$ cat src/rtl/id_ex_stage.sv
// ID->EX pipeline register with load-use hazard detection.
// Captures decoder control and operands, resolves the write-back register,
// inserts a single bubble on a load-use dependency and counts those bubbles.
module id_ex_stage #(
  parameter logic [4:0] RA_REG = 5'd31,
  parameter int         CNT_W  = 16
) (
  input  logic             clk,
  input  logic             reset,
  input  logic             flush,
  input  logic             hold,
  input  logic             id_valid,
  input  logic [31:0]      id_instr,
  input  logic [31:0]      id_pc4,
  input  logic [31:0]      id_rs_data,
  input  logic [31:0]      id_rt_data,
  input  logic [31:0]      id_imm,
  input  logic [5:0]       id_alu_ctrl,
  input  logic             id_s_b,
  input  logic             id_mem_write,
  input  logic             id_reg_write,
  input  logic [1:0]       id_s_num_write,
  input  logic [1:0]       id_s_data_write,
  output logic             stall,
  output logic             ex_valid,
  output logic [31:0]      ex_pc4,
  output logic [31:0]      ex_rs_data,
  output logic [31:0]      ex_rt_data,
  output logic [31:0]      ex_imm,
  output logic [5:0]       ex_alu_ctrl,
  output logic             ex_s_b,
  output logic             ex_mem_write,
  output logic             ex_reg_write,
  output logic [1:0]       ex_s_data_write,
  output logic [4:0]       ex_rs,
  output logic [4:0]       ex_rt,
  output logic [4:0]       ex_dst,
  output logic [CNT_W-1:0] stall_count
);

  // An all-zero EX entry is a bubble: no valid instruction, no writes.
  typedef struct packed {
    logic        valid;
    logic [31:0] pc4;
    logic [31:0] rs_data;
    logic [31:0] rt_data;
    logic [31:0] imm;
    logic [5:0]  alu_ctrl;
    logic        s_b;
    logic        mem_write;
    logic        reg_write;
    logic [1:0]  s_data_write;
    logic [4:0]  rs;
    logic [4:0]  rt;
    logic [4:0]  dst;
  } ex_t;

  ex_t        ex_q;
  logic [4:0] id_dst;
  logic       hz;
  logic       cnt_sat;

  // Opcode and shamt/funct bits are not needed here; the decoder owns them.
  logic unused_instr_bits;
  assign unused_instr_bits = ^{id_instr[31:26], id_instr[10:0]};

  // Write-back register number selected by the decoder.
  always_comb begin
    id_dst = 5'd0;
    case (id_s_num_write)
      2'b00:   id_dst = id_instr[20:16];
      2'b01:   id_dst = id_instr[15:11];
      2'b10:   id_dst = RA_REG;
      default: id_dst = 5'd0;
    endcase
  end

  // Load in EX whose destination feeds the ID instruction; rt is compared
  // even when the ID instruction does not read it (conservative).
  assign hz = ex_q.valid & ex_q.reg_write & (ex_q.s_data_write == 2'b01)
            & (ex_q.dst != 5'd0)
            & ((ex_q.dst == id_instr[25:21]) | (ex_q.dst == id_instr[20:16]))
            & id_valid;

  // A flush kills the ID instruction, so its hazard is moot; reset masks all.
  assign stall = ~reset & (hold | (hz & ~flush));

  assign cnt_sat = &stall_count;

  // Pipeline register and bubble counter, priority reset > flush > hold > hz > load.
  always_ff @(posedge clk) begin
    if (reset) begin
      ex_q        <= '0;
      stall_count <= '0;
    end else if (flush) begin
      ex_q <= '0;
    end else if (hold) begin
      ex_q <= ex_q;
    end else if (hz) begin
      ex_q <= '0;
      if (!cnt_sat) stall_count <= stall_count + {{(CNT_W-1){1'b0}}, 1'b1};
    end else begin
      ex_q.valid        <= id_valid;
      ex_q.pc4          <= id_pc4;
      ex_q.rs_data      <= id_rs_data;
      ex_q.rt_data      <= id_rt_data;
      ex_q.imm          <= id_imm;
      ex_q.alu_ctrl     <= id_alu_ctrl;
      ex_q.s_b          <= id_s_b;
      ex_q.mem_write    <= id_mem_write;
      ex_q.reg_write    <= id_reg_write;
      ex_q.s_data_write <= id_s_data_write;
      ex_q.rs           <= id_instr[25:21];
      ex_q.rt           <= id_instr[20:16];
      ex_q.dst          <= id_dst;
    end
  end

  assign ex_valid        = ex_q.valid;
  assign ex_pc4          = ex_q.pc4;
  assign ex_rs_data      = ex_q.rs_data;
  assign ex_rt_data      = ex_q.rt_data;
  assign ex_imm          = ex_q.imm;
  assign ex_alu_ctrl     = ex_q.alu_ctrl;
  assign ex_s_b          = ex_q.s_b;
  assign ex_mem_write    = ex_q.mem_write;
  assign ex_reg_write    = ex_q.reg_write;
  assign ex_s_data_write = ex_q.s_data_write;
  assign ex_rs           = ex_q.rs;
  assign ex_rt           = ex_q.rt;
  assign ex_dst          = ex_q.dst;

endmodule

$ cat config.mk
export PLATFORM = sky130hd
export DESIGN_NAME = id_ex_stage
export DESIGN_NICKNAME = d
export VERILOG_FILES = /design/src/rtl/id_ex_stage.sv
export SDC_FILE = /design/constraint.sdc
export NUM_CORES = 1
export LEC_CHECK = 0
export CORE_AREA = 3 3 136 138
export CTS_CLUSTER_SIZE = 24
export DETAILED_ROUTE_END_ITERATION = 10
export DIE_AREA = 0 0 139 141
export HOLD_SLACK_MARGIN = 0.03
export PLACE_DENSITY = 0.69
export SYNTH_ARGS = -nofsm -noshare
export SYNTH_HDL_FRONTEND = slang
export SYNTH_SLANG_ARGS = --single-unit
$ cat constraint.sdc
create_clock -name clk -period 3.6 [get_ports clk]
set_input_delay 0.9 -clock clk [delete_from_list [all_inputs] [get_ports clk]]
set_output_delay 0.9 -clock clk [all_outputs]
set_load 0.05 [all_outputs]
==> impl_metrics.py, run 1 <==
metrics = {
    "run_status": {
        "status": "finished clean",
    },
    "yosys": {
        "syn_nets": 678,
        "async_reset_ff_share_pct": 0,
        "syn_avg_cell_area_um2": 11.6,
        "syn_inst": 499,
        "synth_cell_types": 36,
        "synth_seq_cells": 171,
        "yosys_most_used_dff": "dfxtp_1",
        "syn_area_um2": 5800,
        "ys_seq_area_share_pct": 59.0,
        "synth_warnings": 0,
        "synth_edf_count": 0,
    },
    "timing": {
        "slew_violations": 0,
        "fin_crit_sh_pct": 95.9,
        "period_needed_ps": 3450,
        "skew_ps": 9.01,
        "setup_violations": 0,
        "finalHoldViolations": 0,
        "setup_ws_ps": 147,
        "tns_ps": 0,
        "worstMarginPinSlew_ps": 941,
        "fmax_ghz": 0.290,
        "rsz0062_at_grt": "no",
        "relSlewSlack_pct": 36.4,
    },
    "routing": {
        "viasPerCell": 5.07,
        "routed_wl_mm": 18.9,
        "wl_per_cell_um": 17.9,
        "postRouteAntennaNets": 0,
        "dr_total_vias": 5345,
        "dr.pass1.iters": 4,
        "drt_iter0_drc": 296,
        "drc": 0,
    },
    "final_layout": {
        "fin_cells": 1055,
        "postLayoutCellArea_um2": 9920,
        "areaGrowthSynthToFinish_pct": 71.0,
        "layout_common_cells": "331 x clkdlybuf4s50_1, 171 x dfxtp_1, 156 x a22o_1, 17 x nor2_1, 17 x clkbuf_16",
        "antenna_cells": 0,
        "nets": 997,
        "drive_above_1_share_pct": 6.27,
        "final_common_cell": "clkdlybuf4s50_1",
    },
    "setup_path": {
        "crit_type": "in -> out",
        "cp.required_ps": 2700,
        "slowest_delay_ps": 450,
        "worstPathArrival_ps": 2550,
        "worstRegToRegCells": 6,
        "crit_path_end_kind": "output port",
        "startpoint_type": "input port",
        "rrSetupSlack_ps": 1380,
        "path_cells": "clkdlybuf4s50_1 > xor2_1 > nor3_2 > a22o_1 > nand2_1 > o22ai_1 > buf_12",
        "timing.rr.end": "stall_count[14]",
        "crit_slowest_cell": "clkdlybuf4s50_1",
        "cp_max_fo": 3,
        "r2r_start": "ex_dst[3]",
    },
    "global_route": {
        "grt.total_usage_pct": 18.5,
        "grt.busiest_layer": "met2",
        "grt_pass1_wl_mm": 29.1,
        "use_met3_pct": 8.99,
        "grt_start_max_net_pins": 82,
        "use_met1_pct": 20.6,
        "grt_overflow": 0,
        "gr-usage-met2_pct": 31.3,
        "antenna_found_initial": 0,
        "grt_pass1_vias": 5366,
    },
    "die": {
        "rows": 48,
        "core_um2": 17300,
        "initial_core_util_pct": 33.5,
        "dieArea_um2": 19600,
        "fp.dieH_um": 141,
        "fp.dieW_um": 139,
        "ios": 350,
    },
    "place": {
        "dpl_worst_slack_ps": 134,
        "hpwl_mm": 13.8,
        "dpl.cell_count": 1024,
        "io_buffers": 332,
        "post_dp_cell_area_um2": 9340,
        "gp_congestion": 0.884,
    },
    "cts": {
        "holdBufCountCts": 0,
        "cts_made_buffers": 17,
        "htreeDepth": 4,
        "cts-resized-gates": 0,
        "tritoncts": "done",
        "clk_latency_ps": 420,
        "path_clk_slew_ps": 70,
        "post_cts_buffers": 0,
        "cts_sinks": 171,
        "cts_buffer_depth": 2,
        "clockRootBuffer": "clkbuf_16",
    },
    "power": {
        "power.density_nw_per_um2": 444,
        "p_leak_nw": 3.68,
        "irDropWorstVdd_mv": 0.323,
    },
    "run": {
        "drv_cap": 0,
    },
    "worst_hold_path": {
        "min_delay_worst_endpoint": "ex_alu_ctrl[5]",
        "min_path_cells": 1,
        "hold_class": "reg -> reg",
        "min-delay-start": "ex_alu_ctrl[5]",
    },
}
-- where the power goes --
group	internal (mW)	total [mW]	switching, mW
registers	1.95	1.98	0.0335
clock network	0.985	1.78	0.794
logic	0.301	0.638	0.338
total	3.23	4.40	1.16
-- metal layers --
layer / routed length, um / vias to the layer above
li1: - / 2557
met1: 7420 / 2495
met2: 9230 / 265
met3: 1840 / 28
met4: 388 / 0
met5: 0 / -
-- worst max-delay path, delay by kind of cell --
| kind | cells | cell delay, ps |
|---|---|---|
| buffers and inverters | 2 | 630 |
| AO/OA/AOI/OAI | 2 | 490 |
| AND/OR/NAND/NOR | 2 | 360 |
| XOR/XNOR | 1 | 170 |
-- kinds of logic after synthesis --
family          share of synthesized area [%]
compound gates                           27.8
xor+xnor                                 1.51
fa+ha+maj                               0.216
buf+inv                                  3.52
flops                                    59.0
mux                                     0.388
simple gates                             7.57
-- metrics by stage --
step / util (%) / hold slack [ps] / total power, mW
2_1_floorplan: - / 724 / 2.33
3_5_place_dp: 54.0 / 463 / 2.66
6_report: 57.3 / 476 / 4.40
4_1_cts: 57.3 / 482 / 4.45
5_1_grt: 57.3 / 492 / 4.57
3_3_place_gp: 54.0 / 460 / 2.66
-- synthesized netlist by cell type, drive strengths merged, types with 2 or more instances --
library cell / instances / share of area, %
clkbuf: 21 / 1.4
or3: 6 / 0.65
or4: 9 / 1.2
or3b: 2 / 0.35
o21ai: 10 / 0.86
a21oi: 14 / 1.3
mux2: 2 / 0.39
nand2: 13 / 0.84
buf: 18 / 2.0
inv: 3 / 0.19
a22o: 156 / 24
o31ai: 8 / 1.0
nand4: 6 / 0.65
nor2b: 4 / 0.43
dfxtp: 171 / 59
nor2: 17 / 1.1
o41ai: 2 / 0.30
nor3: 8 / 1.0
xor2: 10 / 1.5
nand3: 9 / 0.78
a22oi: 2 / 0.35
-- layout make-up --
| type | count | area [um^2] |
|---|---|---|
| tap | 225 | 282 |
| timing repair buffer | 339 | 3440 |
| fill | 1439 | 7380 |
| inverter | 3 | 11.3 |
| multi-input combinational | 286 | 2190 |
| clock buffer | 18 | 439 |
| clock inverter | 13 | 134 |
| sequential | 171 | 3420 |
-- worst max path at each step --
stage,start,end,cells past startpoint,slack (ps)
6_report,id_instr[25],stall,7,150
5_1_grt,id_instr[20],stall,7,90
4_1_cts,id_instr[25],stall,7,130
3_5_place_dp,id_instr[25],stall,7,130
3_3_place_gp,id_instr[25],stall,7,160
2_1_floorplan,id_instr[20],stall,5,360
-- flip-flops by register name, summed over array words and instances (netlist names), 6 cells and up --
name and count:
ex_imm 32, ex_rs_data 32, ex_alu_ctrl 6, ex_pc4 32, ex_rt_data 32, stall_count 16
Note: power is estimated with default switching activity, not from simulation.
==> run 2: changes to the inputs <==
==> config.mk (replaced) <==
export PLATFORM = sky130hd
export DESIGN_NAME = id_ex_stage
export DESIGN_NICKNAME = d
export VERILOG_FILES = /design/src/rtl/id_ex_stage.sv
export SDC_FILE = /design/constraint.sdc
export NUM_CORES = 1
export LEC_CHECK = 0
export CORE_AREA = 3 3 133 135
export CTS_CLUSTER_SIZE = 24
export DETAILED_ROUTE_END_ITERATION = 10
export DIE_AREA = 0 0 136 138
export HOLD_SLACK_MARGIN = 0.03
export PLACE_DENSITY = 0.72
export SYNTH_ARGS = -nofsm -noshare
export SYNTH_HDL_FRONTEND = slang
export SYNTH_SLANG_ARGS = --single-unit
==> constraint.sdc (replaced) <==
create_clock -name clk -period 3.3 [get_ports clk]
set_input_delay 0.825 -clock clk [delete_from_list [all_inputs] [get_ports clk]]
set_output_delay 0.825 -clock clk [all_outputs]
set_load 0.05 [all_outputs]
==> impl_metrics.py, run 2 (same netlist as run 1, synthesis figures left out) <==
metrics = {
    "global_route": {
        "grt.total_usage_pct": 19.7,
        "grt_pass1_vias": 5500,
        "grt_overflow": 0,
        "grt_pass1_wl_mm": 29.7,
        "grt_start_max_net_pins": 88,
        "antenna_found_initial": 0,
    },
    "die": {
        "rows": 47,
        "dieArea_um2": 18800,
        "fp.dieW_um": 136,
        "fp.dieH_um": 138,
        "ios": 350,
        "core_um2": 16600,
        "initial_core_util_pct": 35.0,
    },
    "setup_path": {
        "worstPathArrival_ps": 2380,
        "startpoint_type": "input port",
        "cp_max_fo": 3,
        "endpoint": "stall",
        "worstRegToRegCells": 7,
        "crit_type": "in -> out",
        "rrSetupSlack_ps": 1200,
        "timing.rr.end": "ex_rs_data[16]",
        "critPathLaunch": "id_instr[18]",
        "r2r_start": "ex_dst[0]",
        "crit_path_end_kind": "output port",
        "cp.required_ps": 2470,
    },
    "final_layout": {
        "layout_common_cells": "331 x clkdlybuf4s50_1, 171 x dfxtp_1, 156 x a22o_1, 17 x nor2_1, 17 x clkbuf_16",
        "nets": 1002,
        "drive_above_1_share_pct": 6.94,
        "final_util_pct": 60.1,
        "final_common_cell": "clkdlybuf4s50_1",
        "fillers": 1370,
        "areaGrowthSynthToFinish_pct": 72.0,
        "antenna_cells": 0,
    },
    "place": {
        "io_buffers": 332,
        "gp_congestion": 0.808,
        "hpwl_mm": 14.0,
    },
    "timing": {
        "fmax_ghz": 0.312,
        "fin_crit_sh_pct": 97.1,
        "slew_violations": 0,
        "rsz0062_at_grt": "no",
        "relSlewSlack_pct": 35.8,
        "period_needed_ps": 3210,
        "tns_ps": 0,
        "worstMarginPinSlew_ps": 951,
        "skew_ps": 8.15,
        "finalHoldViolations": 0,
        "setup_violations": 0,
    },
    "power": {
        "netSwitchingFraction_pct": 26.7,
        "pwr-share-seq_pct": 44.7,
        "p_leak_nw": 3.72,
        "p_sw_mw": 1.29,
        "power.density_nw_per_um2": 486,
        "combPwrFrac_pct": 14.5,
        "power_frac_clock_pct": 40.9,
        "p_int_mw": 3.55,
        "irDropWorstVdd_mv": 0.325,
    },
    "cts": {
        "cts_made_buffers": 17,
        "holdBufCountCts": 0,
        "post_cts_buffers": 0,
        "htreeDepth": 4,
        "cts_buffer_depth": 2,
        "cts-resized-gates": 0,
        "clk_latency_ps": 420,
        "tritoncts": "done",
        "path_clk_slew_ps": 60,
        "clockRootBuffer": "clkbuf_16",
        "cts_sinks": 171,
    },
    "routing": {
        "viasPerCell": 5.10,
        "drc": 0,
        "postRouteAntennaNets": 0,
        "drt_iter0_drc": 226,
        "dr.pass1.iters": 4,
        "routed_wl_mm": 19.0,
        "dr_total_vias": 5389,
        "wl_per_cell_um": 18.0,
    },
    "worst_hold_path": {
        "min_path_cells": 1,
        "hold_class": "reg -> reg",
    },
    "run": {
        "drv_cap": 0,
    },
    "run_status": {
        "status": "finished clean",
    },
}
==> run 2: changes by cell type in the layout (fill, tap and decap cells not counted) <==
cell        delta
clkinv_8       +2
clkinv_4       +1
clkinvlp_4     -3
buf_4          +5
clkinv_2       +1
==> run 2: how the worst min path moves through the flow <==
stage                          startpoint         endpoint  slack (ps)
after floorplan           stall_count[15]  stall_count[15]         720
after global routing            ex_pc4[1]        ex_pc4[1]         490
after CTS                       ex_imm[8]        ex_imm[8]         480
final                           ex_imm[3]        ex_imm[3]         480
after global placement      ex_rt_data[8]    ex_rt_data[8]         460
after detailed placement   ex_rs_data[24]   ex_rs_data[24]         460
==> run 2: cell type report <==
class | count | area, um^2 | share of cell area (%)
tap | 220 | 275 | 2.76
clock buffer | 18 | 439 | 4.40
timing repair buffer | 344 | 3470 | 34.8
sequential | 171 | 3420 | 34.3
clock inverter | 14 | 158 | 1.58
inverter | 3 | 11.3 | 0.113
multi-input combinational | 286 | 2190 | 22.0
==> run 2: critical path, cell delays in order <==
cell	delay, ps
clkdlybuf4s50_1	480
xor2_1	180
nor3_2	190
a22o_1	190
nand2_1	80
o22ai_1	250
buf_12	180
==> run 2: metrics by stage <==
step	std cells	cell area (um^2)	hold slack [ps]	total power, mW	worst slack, ps
3_5_place_dp	1024	9370	463	2.91	89.3
3_3_place_gp	1024	9370	461	2.90	99.0
6_report	1056	9970	477	4.84	94.2
5_1_grt	1056	9970	492	5.02	5.11
2_1_floorplan	499	5800	724	2.54	208
4_1_cts	1056	9970	482	4.90	83.7
==> run 2: metal layers <==
metal  vias up  track usage, %  wire length (um)
li1       2569               -                 -
met1      2565            23.0              7730
met2       236            33.4              9370
met3        19            7.52              1640
met4         0            6.10               288
met5         -               0                 0
==> run 2: power by group through the flow <==
| stage | clock, mW | combinational (mW) | sequential (mW) |
|---|---|---|---|
| floorplan | 0 | 0.121 | 2.42 |
| global placement | 0 | 0.694 | 2.21 |
| detailed placement | 0 | 0.702 | 2.21 |
| CTS | 2.04 | 0.704 | 2.16 |
| global route | 2.11 | 0.734 | 2.17 |
| finish | 1.98 | 0.700 | 2.16 |
==> run 3: changes to the inputs <==
--- a/config.mk
+++ b/config.mk
@@ -14,3 +14,4 @@
 export SYNTH_ARGS = -nofsm -noshare
 export SYNTH_HDL_FRONTEND = slang
 export SYNTH_SLANG_ARGS = --single-unit
+export TNS_END_PERCENT = 1
==> results of run 3 <==
Final layout, timing and power as in run 2 (identical DEF).
